--- config.mk ---
export PLATFORM = sky130hd
export DESIGN_NAME = crg_domain_seq
export DESIGN_NICKNAME = d
export VERILOG_FILES = /design/src/rtl/crg_domain_seq.sv
export SDC_FILE = /design/constraint.sdc
export NUM_CORES = 1
export LEC_CHECK = 0
export BUFFER_PORTS_ARGS = -buffer_cell sky130_fd_sc_hd__buf_2
export CAP_MARGIN = 5
export CELL_PAD_IN_SITES_DETAIL_PLACEMENT = 2
export CELL_PAD_IN_SITES_GLOBAL_PLACEMENT = 2
export CORE_MARGIN = 2
export CORE_UTILIZATION = 39
export DETAILED_ROUTE_END_ITERATION = 8
export HOLD_SLACK_MARGIN = 0.06
export PLACE_DENSITY = 0.95
export SETUP_SLACK_MARGIN = 0.05
export SKIP_CTS_REPAIR_TIMING = 1
export SYNTH_ARGS = -nofsm -noshare
export SYNTH_HDL_FRONTEND = slang
export SYNTH_SLANG_ARGS = --single-unit
--- constraint.sdc ---
create_clock -name clk -period 4.3 [get_ports clk]
set_input_delay 0.43 -clock clk [delete_from_list [all_inputs] [get_ports clk]]
set_output_delay 0.43 -clock clk [all_outputs]
set_load 0.02 [all_outputs]
--- src/rtl/crg_domain_seq.sv ---
// rtl/crg_domain_seq.sv - per-channel power-domain clock-gate / reset sequencer
//
// Purpose: for each of CH_NUM channels, synchronise an asynchronous enable
// request and sequence the clock-gate enable and reset release so that the
// clock always runs ON_DLY cycles before reset lifts, and reset is held
// OFF_DLY cycles before the clock stops. Per-channel and global soft resets
// hold the channel reset low for SWRST_LEN cycles with the clock running.
//
// Ports:
//   clk        always-on clock, all logic on posedge
//   rst        asynchronous active-high reset
//   scan_mode  scan bypass: forces ckgt_en high and rst_n_o to scan_rstn
//   scan_rstn  reset value driven onto every rst_n_o while in scan
//   en_req     per-channel enable request, asynchronous to clk
//   sw_rst     per-channel soft-reset request, synchronous
//   glb_swrst  global soft-reset request, synchronous, hits every channel
//   ckgt_en    per-channel clock-gate enable
//   rst_n_o    per-channel active-low reset
//   ready      per-channel "in RUN" flag
//   busy       any channel waking, soft-resetting or going to sleep
module crg_domain_seq #(
  parameter int CH_NUM      = 4,
  parameter int SYNC_STAGES = 2,
  parameter int ON_DLY      = 4,
  parameter int OFF_DLY     = 2,
  parameter int SWRST_LEN   = 8
) (
  input  logic              clk,
  input  logic              rst,
  input  logic              scan_mode,
  input  logic              scan_rstn,
  input  logic [CH_NUM-1:0] en_req,
  input  logic [CH_NUM-1:0] sw_rst,
  input  logic              glb_swrst,
  output logic [CH_NUM-1:0] ckgt_en,
  output logic [CH_NUM-1:0] rst_n_o,
  output logic [CH_NUM-1:0] ready,
  output logic              busy
);

  localparam int MAX_ON_OFF = (ON_DLY > OFF_DLY) ? ON_DLY : OFF_DLY;
  localparam int MAX_DLY    = (MAX_ON_OFF > SWRST_LEN) ? MAX_ON_OFF : SWRST_LEN;
  localparam int CW         = $clog2(MAX_DLY + 1);

  localparam logic [CW-1:0] ON_LAST    = CW'(ON_DLY - 1);
  localparam logic [CW-1:0] OFF_LAST   = CW'(OFF_DLY - 1);
  localparam logic [CW-1:0] SWRST_LAST = CW'(SWRST_LEN - 1);

  typedef enum logic [2:0] {
    S_OFF,
    S_WAKE,
    S_RUN,
    S_SWRST,
    S_SLEEP
  } state_t;

  // Request synchroniser: stage 0 samples the asynchronous en_req.
  logic [CH_NUM-1:0] sync_q [SYNC_STAGES];
  logic [CH_NUM-1:0] req_s;

  always_ff @(posedge clk or posedge rst) begin
    if (rst) begin
      for (int s = 0; s < SYNC_STAGES; s++) sync_q[s] <= '0;
    end else begin
      sync_q[0] <= en_req;
      for (int s = 1; s < SYNC_STAGES; s++) sync_q[s] <= sync_q[s-1];
    end
  end

  assign req_s = sync_q[SYNC_STAGES-1];

  logic [CH_NUM-1:0] fsm_ckgt;
  logic [CH_NUM-1:0] fsm_rstn;
  logic [CH_NUM-1:0] fsm_busy;

  for (genvar i = 0; i < CH_NUM; i++) begin : g_ch
    state_t          state_q, state_d;
    logic [CW-1:0]   cnt_q, cnt_d;
    logic            swrst;

    assign swrst = sw_rst[i] | glb_swrst;

    always_ff @(posedge clk or posedge rst) begin
      if (rst) begin
        state_q <= S_OFF;
        cnt_q   <= '0;
      end else begin
        state_q <= state_d;
        cnt_q   <= cnt_d;
      end
    end

    always_comb begin
      state_d = state_q;
      cnt_d   = cnt_q;
      case (state_q)
        S_OFF: begin
          if (req_s[i]) begin
            state_d = S_WAKE;
            cnt_d   = '0;
          end
        end
        // Abort beats everything so reset is never released on a request
        // that has already gone away; a soft reset restarts the wake-up
        // delay rather than letting reset lift underneath it.
        S_WAKE: begin
          if (!req_s[i]) begin
            state_d = S_SLEEP;
            cnt_d   = '0;
          end else if (swrst) begin
            cnt_d = '0;
          end else if (cnt_q == ON_LAST) begin
            state_d = S_RUN;
          end else begin
            cnt_d = cnt_q + CW'(1);
          end
        end
        S_RUN: begin
          if (swrst) begin
            state_d = S_SWRST;
            cnt_d   = '0;
          end else if (!req_s[i]) begin
            state_d = S_SLEEP;
            cnt_d   = '0;
          end
        end
        S_SWRST: begin
          if (swrst) begin
            cnt_d = '0;
          end else if (cnt_q == SWRST_LAST) begin
            state_d = req_s[i] ? S_RUN : S_SLEEP;
            cnt_d   = '0;
          end else begin
            cnt_d = cnt_q + CW'(1);
          end
        end
        // SLEEP always runs to completion so the reset-before-clock-off
        // guarantee holds even if the request comes straight back.
        S_SLEEP: begin
          if (cnt_q == OFF_LAST) begin
            state_d = S_OFF;
            cnt_d   = '0;
          end else begin
            cnt_d = cnt_q + CW'(1);
          end
        end
        default: begin
          state_d = S_OFF;
          cnt_d   = '0;
        end
      endcase
    end

    assign fsm_ckgt[i] = (state_q != S_OFF);
    assign fsm_rstn[i] = (state_q == S_RUN);
    assign fsm_busy[i] = (state_q == S_WAKE) || (state_q == S_SWRST) || (state_q == S_SLEEP);
  end

  assign ckgt_en = scan_mode ? {CH_NUM{1'b1}} : fsm_ckgt;
  assign rst_n_o = scan_mode ? {CH_NUM{scan_rstn}} : fsm_rstn;
  assign ready   = fsm_rstn;
  assign busy    = |fsm_busy;

endmodule

==> results of run 1 <==
[worst paths after layout]
path / from / to / slack (ns)
worst max-delay path: g_ch[3].state_q[1] / busy / 2.11
worst min-delay path: rst / g_ch[1].cnt_q[2] / 0.06
worst max register to register: g_ch[0].state_q[1] / g_ch[0].state_q[0] / 2.32
worst min register to register: sync_q[6] / req_s[2] / 0.36
max in group asynchronous: rst / g_ch[2].cnt_q[2] / 3.53
min in group clk: en_req[3] / sync_q[7] / 0.24
[routing by layer]
metal	up-vias	track usage [%]
met2	39	38.9
met4	0	6.44
met1	1039	28.8
met3	10	4.07
met5	-	0
li1	985	-
[cell type report]
type / count / area share [%]
Clock inverter: 1 / 0.194
Multi-Input combinational cell: 197 / 51.5
Sequential cell: 36 / 35.0
Clock buffer: 6 / 2.82
Timing Repair Buffer: 26 / 5.15
Inverter: 12 / 1.75
Tap cell: 75 / 3.64
[power by group through the flow]
stage / combinational, mW / clock, mW / sequential, mW
after CTS: 0.597 / 0.242 / 0.558
final: 0.591 / 0.239 / 0.558
after global routing: 0.663 / 0.255 / 0.578
after global placement: 0.554 / 0 / 0.551
after detailed placement: 0.586 / 0 / 0.563
after floorplan: 0.511 / 0 / 0.464
[cell usage in the layout (no fill, tap or decap), drive strengths merged, types with 3 or more instances in the layout]
master,instances
dfrtp,36
nand2,30
buf,26
nor2,25
inv,12
o21ai,10
nor3,9
a21o,8
ha,8
nand2b,7
o31ai,7
nand3,7
a21boi,7
nor3b,6
a21oi,6
clkbuf,6
nor4,5
a31oi,5
o41ai,4
nand4b,4
or2,3
nand3b,3
nor2b,3
nor4b,3
o22ai,3
mux2,3
a32o,3
[logic make-up (layout without fill, tap and decap cells)]
family,count (synthesis),in the layout,share of synthesized area (%)
adder cells (fa/ha/maj),8,8,4.27
flip-flops,36,36,38.4
buffers and inverters,25,45,5.07
AO/OA/AOI/OAI,67,67,21.7
multiplexers,4,4,1.87
XOR/XNOR,2,2,0.747
AND/OR/NAND/NOR,116,116,27.9
[synth_stat cells (3+ instances only)]
master    instances
a21o_1            8
a31oi_1           5
nand3b_1          3
nand3_1           7
nor3b_1           6
inv_1            12
o21ai_0           9
nand2_1          29
buf_2             5
ha_1              8
nor3_1            9
o41ai_1           4
a21oi_1           5
or2_2             3
dfrtp_1          36
o31ai_1           7
nor2_1           24
clkbuf_1          5
nand4b_1          4
nor4_1            5
nor2b_1           3
a21boi_0          4
nand2b_1          7
[worst max-delay path, delay by kind of cell, from the launching register on]
family | cells | cell delay [ns]
buffers and inverters | 1 | 0.17
flip-flops | 1 | 0.52
AND/OR/NAND/NOR | 3 | 0.77
[stage by stage]
step	hold WS, ns	setup WS, ns	utilization (%)
global placement	0.333	2.40	42.7
CTS	0.0738	2.12	44.0
detailed placement	0.338	2.33	42.7
finish	0.0628	2.11	44.0
floorplan	0.331	2.67	-
global route	0.0776	2.05	44.0
[state kept, by name, indices dropped and copies added (netlist names)]
signal and cells:
req_s 4, g_ch.cnt_q 16, sync_q 4, g_ch.state_q 12
==> impl_metrics.json, run 1 <==
{
  "synth-edff-count": 0,
  "rsz0062_at_grt": "no",
  "cp_cell_sequence": "or3b_1 > and4b_1 > nand2_1 > buf_2",
  "die_area_um2": 6650,
  "synth_fp_nets": 279,
  "worstSetupStartpointType": "flip-flop",
  "drt_iter0_drc": 74,
  "timing_hold_violations_final": 0,
  "worstPathArrival_ns": 1.76,
  "p_int_mw": 0.763,
  "min_path_type": "primary input to async pin",
  "cpPeakStageDelay_ns": 0.52,
  "seq_area_frac_synth_pct": 38.4,
  "yosys-top-cells-area": "dfrtp_1 38%, nand2_1 4.6%, ha_1 4.3%",
  "p_seq_share_pct": 40.2,
  "syn_area_um2": 2350,
  "drv_slew": 0,
  "n_fill_cell": 671,
  "period_share_pct": 51.0,
  "clk_path_buf_depth": 2,
  "comb_power_share_pct": 42.6,
  "ys_warn_count": 0,
  "setup_viol": 0,
  "synth-seq-cells": 36,
  "io_pins": 26,
  "numCtsBuffers": 5,
  "wl_met2_mm": 3.39,
  "grt_pass1_vias": 2230,
  "total_power_mw": 1.39,
  "synth_ff_type": "dfrtp_1",
  "root_buffer": "clkbuf_8",
  "port_buffers": 25,
  "final_cells": 353,
  "cellPowerDensity_nw_per_um2": 539,
  "place_congestion": 0.859,
  "wirelength_mm": 6.83,
  "synth_top_area_share_pct": 38.4,
  "cp_max_fo": 11,
  "relSlewSlack_pct": 63.4,
  "maxCapViolCount": 0,
  "finalSetupTns_ns": 0,
  "worst_r2r_path_depth": 5,
  "core_um2": 5850,
  "synth.avg_cell_area_um2": 9.09,
  "grt_start_max_net_pins": 31,
  "yosysTopAreaCell": "dfrtp_1",
  "setup.worst_path.class": "flip-flop to primary output",
  "power_switching_share_pct": 45.0,
  "start_util_pct": 40.1,
  "place_area_um2": 2500,
  "cts_tree": "done",
  "grt_pass1_wl_mm": 11.4,
  "crit_required_ns": 3.87,
  "htree_levels": 2,
  "p_leak_nw": 1.10,
  "finalInstanceArea_um2": 2580,
  "grt_usage_pct": 22.6,
  "area_growth_pct": 9.81,
  "fmax_mhz": 456,
  "status": "finished, final reports clean",
  "worst_slew_pin_slew_ns": 0.540,
  "die_y_um": 81.6,
  "vdd_drop_max_mv": 0.253,
  "diodes": 0,
  "synthArstFlopShare_pct": 100,
  "drc_errors": 0,
  "clk_latency_ns": 0.30,
  "critPathSlowestCell": "dfrtp_1",
  "register_area_um2": 901,
  "detail_route.wl_per_cell_um": 19.4,
  "vias_per_cell": 5.87,
  "post-dp-hpwl_mm": 4.97,
  "pwr-share-clk_pct": 17.2,
  "rows": 28,
  "antenna_found_initial": 0,
  "drtPass1Iterations": 4,
  "ant_nets": 0,
  "dp.cells": 346,
  "skew_ns": 0.0102,
  "clkSinkCount": 36,
  "clkTransAtPathRegs_ns": 0.08,
  "drive_above_1_share_pct": 18.3,
  "p_switching_mw": 0.625,
  "met3WireLength_um": 218,
  "num_vias": 2073,
  "multi_input_area_um2": 1330,
  "end_kind": "primary output",
  "m1WireLength_mm": 3.11,
  "nets": 299,
  "highest_layer": "met4",
  "period_needed_ns": 2.19,
  "die_w_um": 81.6,
  "synth.distinct_cells": 61,
  "overflow": 0,
  "netlist_instances": 258
}
(Power assumes the default switching activity.)
==> run 2, diff against run 1 <==
--- a/config.mk
+++ b/config.mk
@@ -5,15 +5,16 @@
 export SDC_FILE = /design/constraint.sdc
 export NUM_CORES = 1
 export LEC_CHECK = 0
+export ABC_AREA = 1
 export BUFFER_PORTS_ARGS = -buffer_cell sky130_fd_sc_hd__buf_2
 export CAP_MARGIN = 5
 export CELL_PAD_IN_SITES_DETAIL_PLACEMENT = 2
 export CELL_PAD_IN_SITES_GLOBAL_PLACEMENT = 2
 export CORE_MARGIN = 2
-export CORE_UTILIZATION = 39
+export CORE_UTILIZATION = 33
 export DETAILED_ROUTE_END_ITERATION = 8
 export HOLD_SLACK_MARGIN = 0.06
-export PLACE_DENSITY = 0.95
+export PLACE_DENSITY = 0.91
 export SETUP_SLACK_MARGIN = 0.05
 export SKIP_CTS_REPAIR_TIMING = 1
 export SYNTH_ARGS = -nofsm -noshare
==> constraint.sdc (replaced) <==
create_clock -name clk -period 2.1 [get_ports clk]
set_input_delay 0.21 -clock clk [delete_from_list [all_inputs] [get_ports clk]]
set_output_delay 0.21 -clock clk [all_outputs]
set_load 0.02 [all_outputs]
==> impl_metrics.json, run 2 <==
{
  "synth-seq-cells": 36,
  "finalSetupTns_ns": 0,
  "p_leak_nw": 1.61,
  "grt_pass1_vias": 3165,
  "relSlewSlack_pct": 66.8,
  "syn_area_um2": 2750,
  "drv_slew": 0,
  "grt_pass1_wl_mm": 15.2,
  "clk_path_buf_depth": 2,
  "overflow": 0,
  "largestRegisters": "g_ch.cnt_q: 16 flops, g_ch.state_q: 12 flops",
  "diodes": 0,
  "vias_per_cell": 5.23,
  "min_path_type": "primary input to async pin",
  "grt_start_max_net_pins": 37,
  "comb_power_share_pct": 52.1,
  "p_seq_share_pct": 29.7,
  "highest_layer": "met4",
  "antenna_found_initial": 0,
  "core_um2": 8130,
  "worst_slew_pin_slew_ns": 0.498,
  "netlist_instances": 409,
  "ys_warn_count": 0,
  "regMostFlops": "g_ch.cnt_q",
  "worstPathArrival_ns": 1.72,
  "wirelength_mm": 9.01,
  "yosys-top-cells-area": "dfrtp_1 33%, nand2_1 15%, nand3_1 12%",
  "area_growth_pct": 14.9,
  "drc_errors": 0,
  "fmax_mhz": 518,
  "vdd_drop_max_mv": 0.369,
  "cpPeakStageDelay_ns": 0.45,
  "cp_num_buf_inv": 2,
  "cts_tree": "done",
  "synthTopCellsByCount": "111 x nand2_1, 66 x nand3_1, 53 x inv_1",
  "skew_ns": 0.00630,
  "finalInstanceArea_um2": 3160,
  "place_ws_ns": 0.485,
  "crit_family": "flip-flops",
  "clk_latency_ns": 0.30,
  "seq_area_frac_synth_pct": 32.8,
  "synth.avg_cell_area_um2": 6.71,
  "power_switching_share_pct": 50.0,
  "synth_ff_type": "dfrtp_1",
  "io_pins": 26,
  "setup_ws_ns": 0.170,
  "root_buffer": "clkbuf_8",
  "wl_met2_mm": 4.69,
  "rows": 33,
  "largest_reg_flops": 16,
  "setup.worst_path.class": "flip-flop to primary output",
  "total_power_mw": 3.48,
  "p_int_mw": 1.74,
  "period_share_pct": 91.9,
  "met3WireLength_um": 139,
  "start_util_pct": 33.7,
  "p_switching_mw": 1.74,
  "synth.distinct_cells": 28,
  "drive_above_1_share_pct": 15.2,
  "maxCapViolCount": 0,
  "clkTransAtPathRegs_ns": 0.08,
  "m1WireLength_mm": 4.10,
  "yosysTopAreaCell": "dfrtp_1",
  "grt_usage_pct": 21.4,
  "die_y_um": 95.2,
  "crit_required_ns": 1.89,
  "place_congestion": 0.845,
  "cp_max_fo": 5,
  "drt_iter0_drc": 77,
  "end_kind": "primary output",
  "worstSetupStartpointType": "flip-flop",
  "detail_route.wl_per_cell_um": 16.4,
  "period_needed_ns": 1.93,
  "nets": 466,
  "die_w_um": 95.2,
  "numCtsBuffers": 5,
  "die_area_um2": 9060,
  "cp_cell_sequence": "nor3_2 > inv_1 > o21ai_0 > buf_2",
  "yosysMostFrequentCell": "nand2_1",
  "timing_hold_violations_final": 0,
  "cellPowerDensity_nw_per_um2": 1100,
  "port_buffers": 25,
  "rsz0062_at_grt": "no",
  "layout_common_cells": "111 x nand2_1, 66 x nand3_1, 53 x inv_1",
  "layout_commonest_cell": "nand2_1",
  "critPathSlowestCell": "dfrtp_1",
  "post-dp-hpwl_mm": 7.32,
  "setup_viol": 0,
  "synthArstFlopShare_pct": 100,
  "status": "finished, final reports clean",
  "synth_top_area_share_pct": 32.8,
  "htree_levels": 2,
  "pwr-share-clk_pct": 18.3,
  "synth_fp_nets": 430,
  "num_vias": 2882,
  "synth-edff-count": 0,
  "drtPass1Iterations": 4,
  "place_area_um2": 3010,
  "ant_nets": 0,
  "clkSinkCount": 36
}
[run 2: through the flow]
step	util, %	instances	hold WS [ns]
after floorplan	-	409	0.241
after global placement	37.0	539	0.317
after detailed placement	37.0	539	0.321
after CTS	38.3	547	0.00228
after global routing	38.8	551	0.0602
final	38.8	551	0.0293
[run 2: tightest hold or removal path: stages]
cell	delay (ns)
buf_2	0.10
inv_1	0.04
buf_4	0.42
[run 2: cell families (layout without fill, tap and decap cells)]
| logic type | after synthesis | after routing | share of synthesized area [%] |
|---|---|---|---|
| xor gates and xnor gates | 4 | 4 | 1.28 |
| adders and majority gates | 8 | 8 | 3.65 |
| buffers and inverters | 64 | 101 | 8.89 |
| DFF | 36 | 36 | 32.8 |
| and+or+nand+nor | 261 | 261 | 45.8 |
| AOI/OAI and AO/OA | 36 | 36 | 7.57 |
[run 2: layer usage]
layer	vias up	track usage, %
met5	-	0
met4	0	4.71
met3	7	2.61
met2	24	39.2
met1	1440	26.8
li1	1411	-
[run 2: area by class of cell]
cell class | count | area, um2
timing repair buffer | 31 | 180
multi-input combinational | 309 | 1600
clock buffer | 6 | 72.6
fill | 1008 | 4980
clock inverter | 2 | 35.0
inverter | 62 | 235
sequential | 36 | 901
tap | 105 | 131
[run 2: final timing paths]
check                                        start                  to  slack, ns  depth (start not counted)
worst min register to register           sync_q[7]            req_s[3]       0.36                          0
worst max register to register  g_ch[3].state_q[0]  g_ch[3].state_q[1]       0.47                          9
worst max-delay path            g_ch[3].state_q[2]          rst_n_o[3]       0.17                          4
max in group asynchronous                      rst  g_ch[1].state_q[0]       1.73                          3
min in group clk                         sync_q[7]            req_s[3]       0.36                          0
worst min-delay path                           rst    g_ch[2].cnt_q[0]       0.03                          3
[run 2: power by group through the flow]
| stage | Combinational [mW] | Clock (mW) | Sequential, mW |
|---|---|---|---|
| 3_3_place_gp | 1.70 | 0 | 1.03 |
| 5_1_grt | 2.08 | 0.678 | 1.06 |
| 2_1_floorplan | 1.30 | 0 | 0.987 |
| 6_report | 1.82 | 0.636 | 1.03 |
| 3_5_place_dp | 1.81 | 0 | 1.05 |
| 4_1_cts | 1.83 | 0.651 | 1.03 |
==> run 3, diff against run 2 <==
--- a/config.mk
+++ b/config.mk
@@ -14,7 +14,7 @@
 export CORE_UTILIZATION = 33
 export DETAILED_ROUTE_END_ITERATION = 8
 export HOLD_SLACK_MARGIN = 0.06
-export PLACE_DENSITY = 0.91
+export PLACE_DENSITY = 0.87
 export SETUP_SLACK_MARGIN = 0.05
 export SKIP_CTS_REPAIR_TIMING = 1
 export SYNTH_ARGS = -nofsm -noshare
==> impl_metrics.json, run 3 (same netlist as run 2, synthesis figures left out) <==
{
  "clkSinkCount": 36,
  "antenna_found_initial": 0,
  "fmax_mhz": 535,
  "worstPathArrival_ns": 1.66,
  "p_leak_nw": 1.60,
  "period_share_pct": 89.0,
  "largest_reg_flops": 16,
  "wirelength_mm": 9.09,
  "r2r_setup_slack_ns": 0.39,
  "largestRegisters": "g_ch.cnt_q: 16 flops, g_ch.state_q: 12 flops",
  "relSlewSlack_pct": 64.8,
  "diodes": 0,
  "timing_hold_violations_final": 0,
  "post-dp-hpwl_mm": 7.10,
  "regToRegStartpoint": "g_ch[2].cnt_q[1]",
  "cellPowerDensity_nw_per_um2": 1090,
  "rsz0062_at_grt": "no",
  "die_w_um": 95.2,
  "vias_per_cell": 5.32,
  "worst_r2r_path_depth": 9,
  "detail_route.wl_per_cell_um": 16.6,
  "ant_nets": 0,
  "crit_required_ns": 1.89,
  "grt_usage_pct": 22.2,
  "start_util_pct": 33.7,
  "vdd_drop_max_mv": 0.327,
  "finalSetupTns_ns": 0,
  "drv_slew": 0,
  "core_um2": 8130,
  "setup_viol": 0,
  "worstSetupStartpointType": "flip-flop",
  "worst_slew_pin_slew_ns": 0.528,
  "grt_pass1_wl_mm": 15.7,
  "whs_ns": 0.00792,
  "period_needed_ns": 1.87,
  "grt_pass1_vias": 3231,
  "cp_max_fo": 5,
  "rows": 33,
  "clk_path_buf_depth": 2,
  "clk_latency_ns": 0.31,
  "setup.worst_path.class": "flip-flop to primary output",
  "layout_common_cells": "111 x nand2_1, 66 x nand3_1, 53 x inv_1",
  "port_buffers": 25,
  "drc_errors": 0,
  "drtPass1Iterations": 4,
  "root_buffer": "clkbuf_8",
  "regMostFlops": "g_ch.cnt_q",
  "drive_above_1_share_pct": 15.5,
  "layout_commonest_cell": "nand2_1",
  "status": "finished, final reports clean",
  "place_congestion": 0.874,
  "worstReg2RegEnd": "g_ch[2].state_q[0]",
  "die_area_um2": 9060,
  "cts_tree": "done",
  "die_y_um": 95.2,
  "end_kind": "primary output",
  "drt_iter0_drc": 81,
  "overflow": 0,
  "nets": 465,
  "io_pins": 26,
  "clkTransAtPathRegs_ns": 0.08,
  "n_fill_cell": 1033,
  "htree_levels": 2,
  "area_growth_pct": 14.8,
  "min_path_type": "primary input to async pin",
  "grt_start_max_net_pins": 37,
  "num_vias": 2920,
  "numCtsBuffers": 5,
  "maxCapViolCount": 0,
  "skew_ns": 0.00504
}
[run 3: stage by stage]
stage | power (mW) | util (%) | worst slack, ns | instance area (um2) | cells
floorplan | 2.29 | - | 0.358 | 2750 | 409
global placement | 2.73 | 36.9 | 0.548 | 3000 | 538
detailed placement | 2.84 | 36.9 | 0.455 | 3000 | 538
CTS | 3.46 | 38.1 | 0.123 | 3100 | 545
global route | 3.80 | 38.7 | 0.0598 | 3150 | 549
finish | 3.45 | 38.7 | 0.230 | 3150 | 549
[run 3: critical path: stages (launching register included)]
cell     delay, ns
dfrtp_1       0.47
nor3_4        0.30
inv_1         0.11
o21ai_0       0.26
buf_2         0.22
[run 3: cell type report]
class | instances | area, um2 | area share (%)
clock buffers | 7 | 96.3 | 3.06
inverters | 62 | 235 | 7.46
multi-input cells | 309 | 1620 | 51.3
flip-flops and latches | 36 | 901 | 28.6
well taps | 105 | 131 | 4.17
repair buffers | 30 | 173 | 5.48
[run 3: routing by layer]
layer	global-route usage [%]	up-vias	part of all wire [%]
li1	-	1406	-
met1	28.6	1475	47
met2	39.0	29	49
met3	2.21	10	1.7
met4	7.13	0	1.6
met5	0	-	0
[run 3: how the worst max path moves through the flow]
stage / slack (ns) / from / end
after global routing: 0.06 / g_ch[3].state_q[2] / rst_n_o[3]
after global placement: 0.55 / g_ch[1].state_q[2] / busy
final: 0.23 / g_ch[3].state_q[2] / rst_n_o[3]
after detailed placement: 0.45 / g_ch[1].state_q[2] / g_ch[1].cnt_q[0]
after floorplan: 0.36 / g_ch[3].state_q[2] / rst_n_o[3]
after CTS: 0.12 / g_ch[1].state_q[2] / busy
[run 3: power breakdown]
part           switching [mW]  internal (mW)  total [mW]
logic                    1.28          0.546        1.82
registers               0.202          0.841        1.04
clock network           0.292          0.293       0.585
